`src/rtl/pll_acq_ctrl.sv`:
```
// PLL acquisition controller: sweeps the fc multiplier, resets/settles/measures the PLL at each step, locks or fails.
// Latency: every output is registered; a start/stop pulse shows on the outputs one cycle after the edge that samples it.
// Backpressure: none; start is ignored while busy, stop always wins and returns the block to IDLE.
//
// Ports:
//   clk, rst      rising-edge clock, synchronous active-high reset
//   start, stop   one-cycle command pulses (stop has priority)
//   pd_in         signed phase-detector sample from the PLL, taken every cycle
//   fc            multiplier driven to the PLL
//   pll_rst       reset to the PLL, high in IDLE and PRST
//   busy          high while a sweep step is in progress (PRST, SETTLE, MEAS, EVAL)
//   locked, fail  state flags for LOCKED and FAIL
//   lost_lock     one-cycle pulse on leaving LOCKED because of a detected unlock
module pll_acq_ctrl #(
    parameter int FC_MIN        = 1,
    parameter int FC_MAX        = 10,
    parameter int RST_CYCLES    = 4,
    parameter int SETTLE_CYCLES = 20000,
    parameter int MEAS_CYCLES   = 10000,
    parameter int LOCK_THR      = 8,
    parameter int MISS_MAX      = 100,
    parameter int UNLOCK_CYCLES = 2000
) (
    input  logic              clk,
    input  logic              rst,
    input  logic              start,
    input  logic              stop,
    input  logic signed [7:0] pd_in,
    output logic [7:0]        fc,
    output logic              pll_rst,
    output logic              busy,
    output logic              locked,
    output logic              fail,
    output logic              lost_lock
);

    // State encoding
    localparam logic [2:0] S_IDLE   = 3'd0;
    localparam logic [2:0] S_PRST   = 3'd1;
    localparam logic [2:0] S_SETTLE = 3'd2;
    localparam logic [2:0] S_MEAS   = 3'd3;
    localparam logic [2:0] S_EVAL   = 3'd4;
    localparam logic [2:0] S_LOCKED = 3'd5;
    localparam logic [2:0] S_FAIL   = 3'd6;

    // Parameters folded to the register widths they are compared against.
    // The *_LAST values are terminal counts of a counter that starts at 0.
    localparam logic [7:0]  FC_MIN_L    = 8'(FC_MIN);
    localparam logic [7:0]  FC_MAX_L    = 8'(FC_MAX);
    localparam logic [15:0] RST_LAST    = 16'(RST_CYCLES - 1);
    localparam logic [15:0] SETTLE_LAST = 16'(SETTLE_CYCLES - 1);
    localparam logic [15:0] MEAS_LAST   = 16'(MEAS_CYCLES - 1);
    localparam logic [15:0] UNLOCK_LAST = 16'(UNLOCK_CYCLES - 1);
    localparam logic [15:0] LOCK_THR_L  = 16'(LOCK_THR);
    localparam logic [15:0] MISS_MAX_L  = 16'(MISS_MAX);
    localparam logic [15:0] CNT_SAT     = 16'hFFFF;

    // Registers
    logic [2:0]  state_q,     state_d;
    logic [15:0] cnt_q,       cnt_d;       // cycle counter for PRST/SETTLE/MEAS
    logic [15:0] miss_q,      miss_d;      // out-of-lock samples in the current window
    logic [15:0] unlock_q,    unlock_d;    // consecutive out-of-lock samples in LOCKED
    logic [7:0]  fc_q,        fc_d;
    logic        pll_rst_q,   pll_rst_d;
    logic        busy_q,      busy_d;
    logic        locked_q,    locked_d;
    logic        fail_q,      fail_d;
    logic        lost_lock_q, lost_lock_d;

    // Phase-detector magnitude
    // Two's complement negation of -128 would overflow back to -128, so that
    // one code is clamped to 127 instead.
    logic [7:0] pd_raw;
    logic [7:0] pd_abs;
    logic       pd_out;    // sample is outside the lock window

    assign pd_raw = pd_in;

    always_comb begin
        pd_abs = pd_raw;
        if (pd_raw == 8'h80) begin
            pd_abs = 8'd127;
        end else if (pd_raw[7]) begin
            pd_abs = ~pd_raw + 8'd1;
        end
    end

    assign pd_out = ({8'd0, pd_abs} > LOCK_THR_L);

    // Next-state logic
    always_comb begin
        state_d     = state_q;
        cnt_d       = cnt_q;
        miss_d      = miss_q;
        unlock_d    = unlock_q;
        fc_d        = fc_q;
        lost_lock_d = 1'b0;

        case (state_q)
            S_IDLE: begin
                if (start) begin
                    state_d = S_PRST;
                    cnt_d   = '0;
                    fc_d    = FC_MIN_L;
                end
            end

            S_PRST: begin
                if (cnt_q == RST_LAST) begin
                    state_d = S_SETTLE;
                    cnt_d   = '0;
                end else begin
                    cnt_d = cnt_q + 16'd1;
                end
            end

            S_SETTLE: begin
                // pd_in is not looked at here: the loop is still pulling in.
                if (cnt_q == SETTLE_LAST) begin
                    state_d = S_MEAS;
                    cnt_d   = '0;
                    miss_d  = '0;
                end else begin
                    cnt_d = cnt_q + 16'd1;
                end
            end

            S_MEAS: begin
                if (pd_out && (miss_q != CNT_SAT)) begin
                    miss_d = miss_q + 16'd1;
                end
                if (cnt_q == MEAS_LAST) begin
                    state_d = S_EVAL;
                    cnt_d   = '0;
                end else begin
                    cnt_d = cnt_q + 16'd1;
                end
            end

            S_EVAL: begin
                if (miss_q <= MISS_MAX_L) begin
                    state_d  = S_LOCKED;
                    unlock_d = '0;
                end else if (fc_q < FC_MAX_L) begin
                    // Only step while below the top of the range, so fc
                    // can never pass FC_MAX or wrap.
                    state_d = S_PRST;
                    cnt_d   = '0;
                    fc_d    = fc_q + 8'd1;
                end else begin
                    state_d = S_FAIL;
                    fc_d    = FC_MAX_L;
                end
            end

            S_LOCKED: begin
                if (start) begin
                    state_d  = S_PRST;
                    cnt_d    = '0;
                    unlock_d = '0;
                    fc_d     = FC_MIN_L;
                end else if (pd_out) begin
                    if (unlock_q >= UNLOCK_LAST) begin
                        // This sample brings the run to UNLOCK_CYCLES:
                        // declare loss of lock and resweep from the bottom.
                        state_d     = S_PRST;
                        cnt_d       = '0;
                        unlock_d    = '0;
                        fc_d        = FC_MIN_L;
                        lost_lock_d = 1'b1;
                    end else begin
                        unlock_d = unlock_q + 16'd1;
                    end
                end else begin
                    unlock_d = '0;
                end
            end

            S_FAIL: begin
                if (start) begin
                    state_d = S_PRST;
                    cnt_d   = '0;
                    fc_d    = FC_MIN_L;
                end
            end

            default: begin
                state_d = S_IDLE;
                cnt_d   = '0;
                miss_d  = '0;
                unlock_d = '0;
                fc_d    = FC_MIN_L;
            end
        endcase

        // stop overrides everything above, including a simultaneous start.
        // fc returns to FC_MIN, the same value IDLE has after rst; the PLL
        // is held in reset there, so the change is harmless.
        if (stop) begin
            state_d     = S_IDLE;
            cnt_d       = '0;
            miss_d      = '0;
            unlock_d    = '0;
            fc_d        = FC_MIN_L;
            lost_lock_d = 1'b0;
        end
    end

    // Flags are decoded from the next state so the registered outputs line up
    // with the registered state.
    always_comb begin
        pll_rst_d = (state_d == S_IDLE) || (state_d == S_PRST);
        busy_d    = (state_d == S_PRST) || (state_d == S_SETTLE) ||
                    (state_d == S_MEAS) || (state_d == S_EVAL);
        locked_d  = (state_d == S_LOCKED);
        fail_d    = (state_d == S_FAIL);
    end

    // State registers
    always_ff @(posedge clk) begin
        if (rst) begin
            state_q     <= S_IDLE;
            cnt_q       <= '0;
            miss_q      <= '0;
            unlock_q    <= '0;
            fc_q        <= FC_MIN_L;
            pll_rst_q   <= 1'b1;
            busy_q      <= 1'b0;
            locked_q    <= 1'b0;
            fail_q      <= 1'b0;
            lost_lock_q <= 1'b0;
        end else begin
            state_q     <= state_d;
            cnt_q       <= cnt_d;
            miss_q      <= miss_d;
            unlock_q    <= unlock_d;
            fc_q        <= fc_d;
            pll_rst_q   <= pll_rst_d;
            busy_q      <= busy_d;
            locked_q    <= locked_d;
            fail_q      <= fail_d;
            lost_lock_q <= lost_lock_d;
        end
    end

    assign fc        = fc_q;
    assign pll_rst   = pll_rst_q;
    assign busy      = busy_q;
    assign locked    = locked_q;
    assign fail      = fail_q;
    assign lost_lock = lost_lock_q;

endmodule

```
`config.mk`:
```
export PLATFORM = sky130hd
export DESIGN_NAME = pll_acq_ctrl
export DESIGN_NICKNAME = d
export VERILOG_FILES = /design/src/rtl/pll_acq_ctrl.sv
export SDC_FILE = /design/constraint.sdc
export NUM_CORES = 1
export LEC_CHECK = 0
export CAP_MARGIN = 20
export CORE_ASPECT_RATIO = 0.6
export CORE_UTILIZATION = 40
export CTS_CLUSTER_DIAMETER = 80
export DETAILED_ROUTE_END_ITERATION = 8
export GPL_TIMING_DRIVEN = 0
export PLACE_DENSITY_LB_ADDON = 0.05
export SLEW_MARGIN = 5
export SYNTH_ARGS = -nofsm -noshare
export SYNTH_HDL_FRONTEND = slang
export SYNTH_SLANG_ARGS = --single-unit
```
`constraint.sdc`:
```
create_clock -name clk -period 3.7 [get_ports clk]
set_clock_uncertainty 0.2 [all_clocks]
set_input_delay 0.37 -clock clk [delete_from_list [all_inputs] [get_ports clk]]
set_output_delay 0.37 -clock clk [all_outputs]
set_load 0.005 [all_outputs]
```
==> flow_summary.json, run 1 <==
{
  "switchingPower_uw": 366,
  "r2r-start": "miss_q[7]$_SDFFE_PP0P_",
  "grt_max_degree": 11,
  "start_util_pct": 41.6,
  "dp_slack_ns": -0.299,
  "cp_cell_sequence": "clkdlybuf4s50_1, inv_1, ha_1, or3b_1, or3_1, a21oi_1, o21ai_2, o31ai_2, o21ai_1, o21ba_2",
  "status": "complete, no violations",
  "finalCritPeriodShare_pct": 92.1,
  "cap_violations": 0,
  "path_clk_slew_ns": 0.06,
  "p_comb_share_pct": 4.8,
  "synth_edf_count": 0,
  "slew_violations": 0,
  "max_freq_ghz": 0.293,
  "slew-limit-headroom_pct": 30.1,
  "cts_setup_buffers": 0,
  "grt_pass1_wl_um": 15900,
  "io-pin-count": 25,
  "yosysWarnings": 0,
  "ant_nets": 0,
  "gp_congestion": 0.874,
  "fin_nets": 518,
  "diodes": 0,
  "r2r_setup_slack_ns": 0.37,
  "drt_wl_total_um": 9950,
  "crit_type": "in -> reg",
  "ys_seq_elements": 64,
  "yosysTopAreaCell": "dfxtp_1",
  "slowest_delay_ns": 0.65,
  "cts_buffers": 9,
  "startpoint_type": "input port",
  "avgSynthCellArea_um2": 7.65,
  "synth-async-reset-ratio_pct": 0,
  "tightestPinTransition_ns": 1.04,
  "via_per_inst": 5.81,
  "synth_fp_nets": 483,
  "dieWidth_um": 124,
  "p_int_uw": 1340,
  "core_um2": 8560,
  "path_buf_inv": 2,
  "synth_area_leaders": "dfxtp_1 36%, nor2_1 6.4%, nand2_1 5.2%, a21oi_1 4.2%, o21ai_0 4.2%",
  "vias": 3576,
  "antenna_found_initial": 0,
  "synthTopCellsByCount": "64 x dfxtp_1, 61 x nor2_1, 49 x nand2_1",
  "tns_ns": 0,
  "fp.dieH_um": 75.0,
  "drtPass1Iterations": 4,
  "yosysUniqueCellTypes": 64,
  "p_leak_uw": 0.00146,
  "clock_latency_ns": 0.34,
  "io_buffers": 24,
  "die_area_um2": 9290,
  "cts_max_level": 3,
  "total_power_uw": 1710,
  "synth.top_cell.area_share_pct": 36.0,
  "placed_area_um2": 3940,
  "grt_pass1_vias": 3081,
  "hold_start": "fc[7]$_SDFFE_PP0P_",
  "grtUsageTotal_pct": 23.0,
  "fin_area_um2": 4270,
  "yosysMostFrequentCell": "dfxtp_1",
  "netlist_instances": 465,
  "power_frac_clock_pct": 54.7,
  "setup_slack_ns": 0.292,
  "dpl.hpwl_um": 7130,
  "grt_overflow_total": 0,
  "clockBufferDepth": 2,
  "worst_setup_path_end_kind": "flop",
  "wire_per_inst_um": 16.2,
  "worstSetupStartpoint": "pd_in[0]",
  "drc": 0,
  "clock_sinks": 64,
  "synthFlopType": "dfxtp_1",
  "rsz0062_at_grt": "false",
  "fin_crit_ns": 3.41,
  "syn-cell-area_um2": 3560,
  "cts_tree": "built",
  "hold_viol_final": 0,
  "slowest_stage": "o31ai_2",
  "hold_depth": 2,
  "vdd_drop_max_mv": 0.189,
  "ys_seq_area_share_pct": 36.0,
  "drt_iter0_drc": 201,
  "fillerInstances": 861,
  "area_growth_pct": 20.1,
  "worstHoldEndpoint": "fc[7]$_SDFFE_PP0P_",
  "drive_gt1_share_pct": 6.75,
  "r2r_cells": 7,
  "cp_top_family": "compound AO/OA/AOI/OAI gates",
  "setup_viol_count_final": 0,
  "clock_tree.root_cell": "clkbuf_16",
  "p_per_area_nw_per_um2": 400,
  "cp_data_required_time_ns": 3.79,
  "worstReg2RegEnd": "unlock_q[8]$_SDFFE_PP0P_",
  "hold_class": "reg -> reg",
  "num_rows": 26,
  "crit_fanout": 8,
  "cp.arrival_ns": 3.50,
  "final_util_pct": 49.9,
  "sw_frac_of_total_pct": 21.4,
  "seqPwrFrac_pct": 40.5
}
==> flip-flops by register name, summed over array words and instances, names as in the netlist <==
register and flops:
state_q 3, miss_q 16, locked 1, busy 1, unlock_q 16, cnt_q 16
lost_lock 1, fail 1, fc 8, pll_rst 1
==> worst max-delay path by stage <==
stage | end | slack, ns | cells past startpoint
4_1_cts | cnt_q[7]$_SDFFE_PP0P_ | 0.03 | 11
3_5_place_dp | cnt_q[7]$_SDFFE_PP0P_ | -0.30 | 11
2_1_floorplan | fc[5]$_SDFFE_PP0P_ | 0.95 | 9
3_3_place_gp | cnt_q[1]$_SDFFE_PP0P_ | -0.17 | 11
5_1_grt | fc[5]$_SDFFE_PP0P_ | 0.13 | 10
6_report | fc[5]$_SDFFE_PP0P_ | 0.29 | 10
==> layout by cell type, fill, tap and decap left out, drive strengths merged, types with 3 or more instances in the layout <==
cell type | netlist | routed
nand3 | 23 | 23
nand2 | 50 | 50
mux2i | 3 | 3
and3 | 11 | 11
or4 | 12 | 12
o21a | 4 | 4
a211oi | 5 | 5
a21oi | 30 | 30
nand4 | 11 | 11
buf | 4 | 4
o211ai | 3 | 3
o21ai | 34 | 34
or2 | 4 | 4
clkbuf | 14 | 26
nor4 | 7 | 7
nor2 | 61 | 61
xnor2 | 8 | 8
ha | 6 | 6
or3 | 16 | 16
and4 | 4 | 4
inv | 17 | 17
and2 | 4 | 4
dfxtp | 64 | 64
xor2 | 5 | 5
o31ai | 3 | 3
clkdlybuf4s50 | 0 | 24
nor3 | 11 | 11
nor2b | 4 | 4
a31oi | 12 | 12
o311ai | 4 | 4
==> worst min-delay path, delay by kind of cell (launching register included) <==
family                 cells  cell delay [ns]
AO/OA/AOI/OAI              1             0.05
buffers and inverters      1             0.05
flip-flops                 1             0.32
==> area by class of cell <==
type / instances / area (µm²) / area share, %
well taps: 112 / 140 / 3.28
flip-flops and latches: 64 / 1280 / 30.0
clock buffers: 12 / 256 / 6.00
repair buffers: 24 / 240 / 5.62
plain buffers: 18 / 80.1 / 1.87
clock inverters: 3 / 65.1 / 1.52
multi-input cells: 365 / 2140 / 50.1
inverters: 18 / 67.6 / 1.58
==> cell families (layout without fill, tap and decap cells) <==
logic type / Yosys count / after routing / share of synthesized area, %
compound gates: 119 / 119 / 22.0
xor+xnor: 13 / 13 / 3.20
fa+ha+maj: 6 / 6 / 2.11
buf+inv: 36 / 75 / 4.12
flops: 64 / 64 / 36.0
mux: 3 / 3 / 0.844
simple gates: 224 / 224 / 31.7
==> power by group through the flow <==
stage	clock network, µW	registers, µW	logic, µW
floorplan	0	707	45.0
global placement	0	707	79.0
detailed placement	0	707	80.0
CTS	943	692	81.0
global route	975	692	89.6
finish	935	692	82.0
==> timing repair <==
action,in CTS,in global routing
gates resized for setup,0,3
setup endpoints to repair,0,10
hold buffers,0,0
endpoints found under the hold margin,0,0
==> per-stage QoR <==
step | std cells | hold slack (ns)
after floorplan | 465 | 0.229
after global placement | 601 | 0.252
after detailed placement | 601 | 0.257
after CTS | 616 | 0.266
after global routing | 616 | 0.304
final | 616 | 0.262
==> layer usage <==
layer  track usage [%]  up-vias  share of wire [%]
li1                  -     1785                  -
met2              30.4      124                 37
met3              7.95       10                9.1
met5                 0        -                  0
met1              33.8     1657                 52
met4              8.03        0                1.3
Note: power is estimated with default switching activity, not from simulation.
==> inputs of run 2 (changes only) <==
CELL_PAD_IN_SITES_DETAIL_PLACEMENT = 1   (was default)
CELL_PAD_IN_SITES_GLOBAL_PLACEMENT = 1   (was default)
clock period = 4.4 ns   (was 3.7 ns; I/O delays follow)
==> flow_summary.json, run 2 (synthesis gave the netlist of run 1 again) <==
{
  "status": "complete, no violations",
  "grt_max_degree": 12,
  "drtPass1Iterations": 5,
  "grt_pass1_wl_um": 18100,
  "crit_type": "in -> reg",
  "num_rows": 26,
  "setup_viol_count_final": 0,
  "cp.arrival_ns": 3.68,
  "fp.dieH_um": 75.0,
  "max_freq_ghz": 0.272,
  "cts_setup_buffers": 0,
  "diodes": 0,
  "hold_class": "reg -> reg",
  "io_buffers": 24,
  "cts_buffers": 9,
  "clock_latency_ns": 0.34,
  "p_leak_uw": 0.00146,
  "wire_per_inst_um": 18.1,
  "cts_max_level": 3,
  "clockBufferDepth": 2,
  "ant_nets": 0,
  "grt_pass1_vias": 3543,
  "startpoint_type": "input port",
  "die_area_um2": 9290,
  "finalCritPeriodShare_pct": 83.7,
  "clock_tree.root_cell": "clkbuf_16",
  "vdd_drop_max_mv": 0.159,
  "p_per_area_nw_per_um2": 346,
  "hold_viol_final": 0,
  "worst_setup_path_end_kind": "flop",
  "cts_tree": "built",
  "top_regs": "cnt_q: 16 flops, miss_q: 16 flops, unlock_q: 16 flops",
  "slew-limit-headroom_pct": 33.3,
  "mostFrequentLayoutCells": "64 x dfxtp_1, 61 x nor2_1, 49 x nand2_1",
  "tns_ns": 0,
  "antenna_found_initial": 0,
  "rsz0062_at_grt": "false",
  "dpl.hpwl_um": 8260,
  "total_power_uw": 1480,
  "start_util_pct": 41.6,
  "slew_violations": 0,
  "gp_congestion": 0.799,
  "fin_nets": 518,
  "cts_resized": 0,
  "crit_fanout": 10,
  "area_growth_pct": 20.2,
  "fillerInstances": 1066,
  "cp_common_cell": "nand2_1",
  "ctsHoldBuffers": 0,
  "slowest_delay_ns": 0.72,
  "drive_gt1_share_pct": 6.73,
  "fin_crit_ns": 3.68,
  "cp_cell_sequence": "clkdlybuf4s50_1, inv_1, ha_1, or3b_1, nand2_1, a21oi_1, o21ai_2, nand2_1, a221oi_2, clkbuf_1, o21ai_0",
  "cap_violations": 0,
  "via_per_inst": 5.93,
  "drt_wl_total_um": 11200,
  "vias": 3658,
  "dieWidth_um": 124,
  "grtUsageTotal_pct": 25.9,
  "final_common_cell": "dfxtp_1",
  "io-pin-count": 25,
  "cp_data_required_time_ns": 4.40,
  "drc": 0,
  "tightestPinTransition_ns": 1.00,
  "core_um2": 8560,
  "drt_iter0_drc": 233,
  "path_clk_slew_ns": 0.05,
  "slowest_stage": "a221oi_2",
  "clock_sinks": 64,
  "grt_overflow_total": 0
}
==> run 2: critical path: cells and delay by family <==
kind / cells / cell delay, ns
compound gates: 4 / 1.35
buf+inv: 3 / 1.06
simple gates: 3 / 0.65
fa+ha+maj: 1 / 0.17
==> run 2: final cells by class <==
type | instances | area [µm²] | area share, %
clock inverter | 6 | 108 | 2.52
inverter | 18 | 67.6 | 1.58
buffer | 18 | 78.8 | 1.84
sequential | 64 | 1280 | 30.0
timing repair buffer | 24 | 240 | 5.62
multi-input combinational | 365 | 2130 | 49.8
tap | 112 | 140 | 3.28
clock buffer | 10 | 229 | 5.36
==> run 2: metrics by stage <==
stage / utilization, % / hold slack (ns) / setup WS (ns) / cell area (µm²) / std cells
floorplan: - / 0.229 / 1.58 / 3560 / 465
global placement: 46.0 / 0.251 / 0.515 / 3940 / 601
detailed placement: 46.0 / 0.265 / 0.432 / 3940 / 601
CTS: 50.0 / 0.273 / 0.775 / 4270 / 617
global route: 50.0 / 0.319 / 0.553 / 4270 / 617
finish: 50.0 / 0.271 / 0.718 / 4270 / 617
==> run 2: power breakdown <==
| group | total (µW) | internal, µW | switching, µW |
|---|---|---|---|
| sequential | 582 | 581 | 1.15 |
| clock | 827 | 551 | 276 |
| combinational | 69.6 | 25.4 | 44.2 |
| total | 1480 | 1160 | 321 |
==> run 2: final timing paths <==
check | endpoint | slack, ns | from | cells after the start
hold reg to reg | unlock_q[15]$_SDFFE_PP0P_ | 0.27 | unlock_q[15]$_SDFFE_PP0P_ | 2
hold / removal | unlock_q[15]$_SDFFE_PP0P_ | 0.27 | unlock_q[15]$_SDFFE_PP0P_ | 2
setup reg to reg | unlock_q[8]$_SDFFE_PP0P_ | 0.97 | miss_q[7]$_SDFFE_PP0P_ | 7
setup / recovery | cnt_q[1]$_SDFFE_PP0P_ | 0.72 | pd_in[0] | 11
==> run 2: layer usage <==
metal | vias up | part of all wire, % | GRT usage [%]
li1 | 1779 | - | -
met1 | 1797 | 53 | 37.1
met2 | 70 | 43 | 39.8
met3 | 12 | 3.9 | 5.53
met4 | 0 | 0.95 | 5.62
met5 | - | 0 | 0
==> inputs of run 3 (changes only) <==
clock period = 3.4 ns   (was 4.4 ns; I/O delays follow)
==> flow_summary.json, run 3 (synthesis gave the netlist of run 1 again) <==
{
  "area_growth_pct": 22.0,
  "core_um2": 8560,
  "setup_viol_count_final": 0,
  "vdd_drop_max_mv": 0.207,
  "grt_pass1_vias": 3547,
  "fillerInstances": 1066,
  "dpl.cell_count": 601,
  "fp.dieH_um": 75.0,
  "cap_violations": 0,
  "r2r_setup_slack_ns": 0.29,
  "worst_setup_path_end_kind": "flop",
  "path_clk_slew_ns": 0.05,
  "io_buffers": 24,
  "finalNonFillerCells": 619,
  "slew-limit-headroom_pct": 38.6,
  "io-pin-count": 25,
  "setup_slack_ns": 0.166,
  "dp_slack_ns": -0.468,
  "dpl.hpwl_um": 8260,
  "grt_overflow_total": 0,
  "total_power_uw": 1920,
  "drive_gt1_share_pct": 8.09,
  "drt_wl_total_um": 11300,
  "finalCritPeriodShare_pct": 95.1,
  "cts_tree": "built",
  "cp_data_required_time_ns": 3.41,
  "grt_max_degree": 12,
  "fin_area_um2": 4340,
  "grt_pass1_wl_um": 18200,
  "die_area_um2": 9290,
  "clockBufferDepth": 2,
  "cp.arrival_ns": 3.25,
  "seqCellArea_um2": 1280,
  "diodes": 0,
  "tightestPinTransition_ns": 0.910,
  "antenna_found_initial": 0,
  "clock_latency_ns": 0.34,
  "clock_sinks": 64,
  "max_freq_ghz": 0.309,
  "num_rows": 26,
  "startpoint_type": "input port",
  "final_common_cell": "dfxtp_1",
  "multi_input_area_um2": 2180,
  "p_leak_uw": 0.00147,
  "placed_area_um2": 3940,
  "worstReg2RegEnd": "cnt_q[12]$_SDFFE_PP0P_",
  "top_regs": "cnt_q: 16 flops, miss_q: 16 flops, unlock_q: 16 flops",
  "gp_congestion": 0.799,
  "crit_fanout": 10,
  "r2r-start": "state_q[0]$_SDFF_PP0_",
  "tns_ns": 0,
  "drtPass1Iterations": 5,
  "ant_nets": 0,
  "drc": 0,
  "cts_buffers": 9,
  "via_per_inst": 5.97,
  "hold_start": "unlock_q[15]$_SDFFE_PP0P_",
  "status": "complete, no violations",
  "p_per_area_nw_per_um2": 443,
  "hold_viol_final": 0,
  "clock_tree.root_cell": "clkbuf_16",
  "r2r_cells": 7,
  "hold_depth": 2,
  "cts_max_level": 3,
  "start_util_pct": 41.6,
  "worstHoldEndpoint": "unlock_q[15]$_SDFFE_PP0P_",
  "dieWidth_um": 124,
  "crit_type": "in -> reg",
  "rsz0062_at_grt": "false",
  "grtUsageTotal_pct": 25.9,
  "wire_per_inst_um": 18.3,
  "vias": 3698,
  "fin_crit_ns": 3.23,
  "hold_class": "reg -> reg",
  "fin_nets": 520,
  "worstSetupStartpoint": "pd_in[0]",
  "slew_violations": 0,
  "mostFrequentLayoutCells": "64 x dfxtp_1, 61 x nor2_1, 49 x nand2_1",
  "drt_iter0_drc": 282
}
run 3: cell count changes in the layout (fill, tap and decap cells not counted), sizes merged:
cell / before / now
buf: 4 / 6
run 3: layout make-up:
cell class,instances,share of cell area (%)
clock inverters,6,2.48
repair buffers,26,5.88
well taps,112,3.23
flip-flops and latches,64,29.5
multi-input cells,365,50.2
plain buffers,18,1.84
clock buffers,10,5.28
inverters,18,1.56
run 3: metrics by stage:
stage          hold WS [ns]  utilization, %
2_1_floorplan         0.229               -
3_3_place_gp          0.251            46.0
3_5_place_dp          0.265            46.0
4_1_cts               0.273            50.1
5_1_grt               0.319            50.7
6_report              0.271            50.7
run 3: worst max-delay path by stage:
stage / to / depth (start not counted)
6_report: cnt_q[1]$_SDFFE_PP0P_ / 11
5_1_grt: cnt_q[9]$_SDFFE_PP0P_ / 11
2_1_floorplan: fc[5]$_SDFFE_PP0P_ / 9
3_3_place_gp: cnt_q[1]$_SDFFE_PP0P_ / 11
4_1_cts: unlock_q[8]$_SDFFE_PP0P_ / 7
3_5_place_dp: cnt_q[1]$_SDFFE_PP0P_ / 11
run 3: power by group:
| group | internal, µW | switching (µW) | leakage [µW] |
|---|---|---|---|
| Combinational | 37.2 | 60.9 | 0.000795 |
| Sequential | 752 | 1.45 | 0.000516 |
| Clock | 714 | 357 | 0.000162 |
| Total | 1500 | 419 | 0.00147 |
run 3: repair_timing:
action	CTS	global route
setup buffers	0	2
hold buffers	0	0
gates resized for setup	2	6
endpoints found under the setup margin	10	28
run 3: metal layers:
metal | track usage, % | part of all wire (%)
met3 | 5.53 | 5.7
met4 | 5.62 | 0.85
met5 | 0 | 0
met2 | 39.9 | 43
met1 | 37.2 | 51
run 3: critical path, cell delays in order:
cell and delay, ns:
clkdlybuf4s50_1 0.48, inv_1 0.09, ha_1 0.17, or3b_1 0.37
nand2_1 0.08, a21oi_1 0.12, o21ai_4 0.33, nand2_1 0.20
a221oi_4 0.56, clkbuf_2 0.36, o21ai_0 0.13
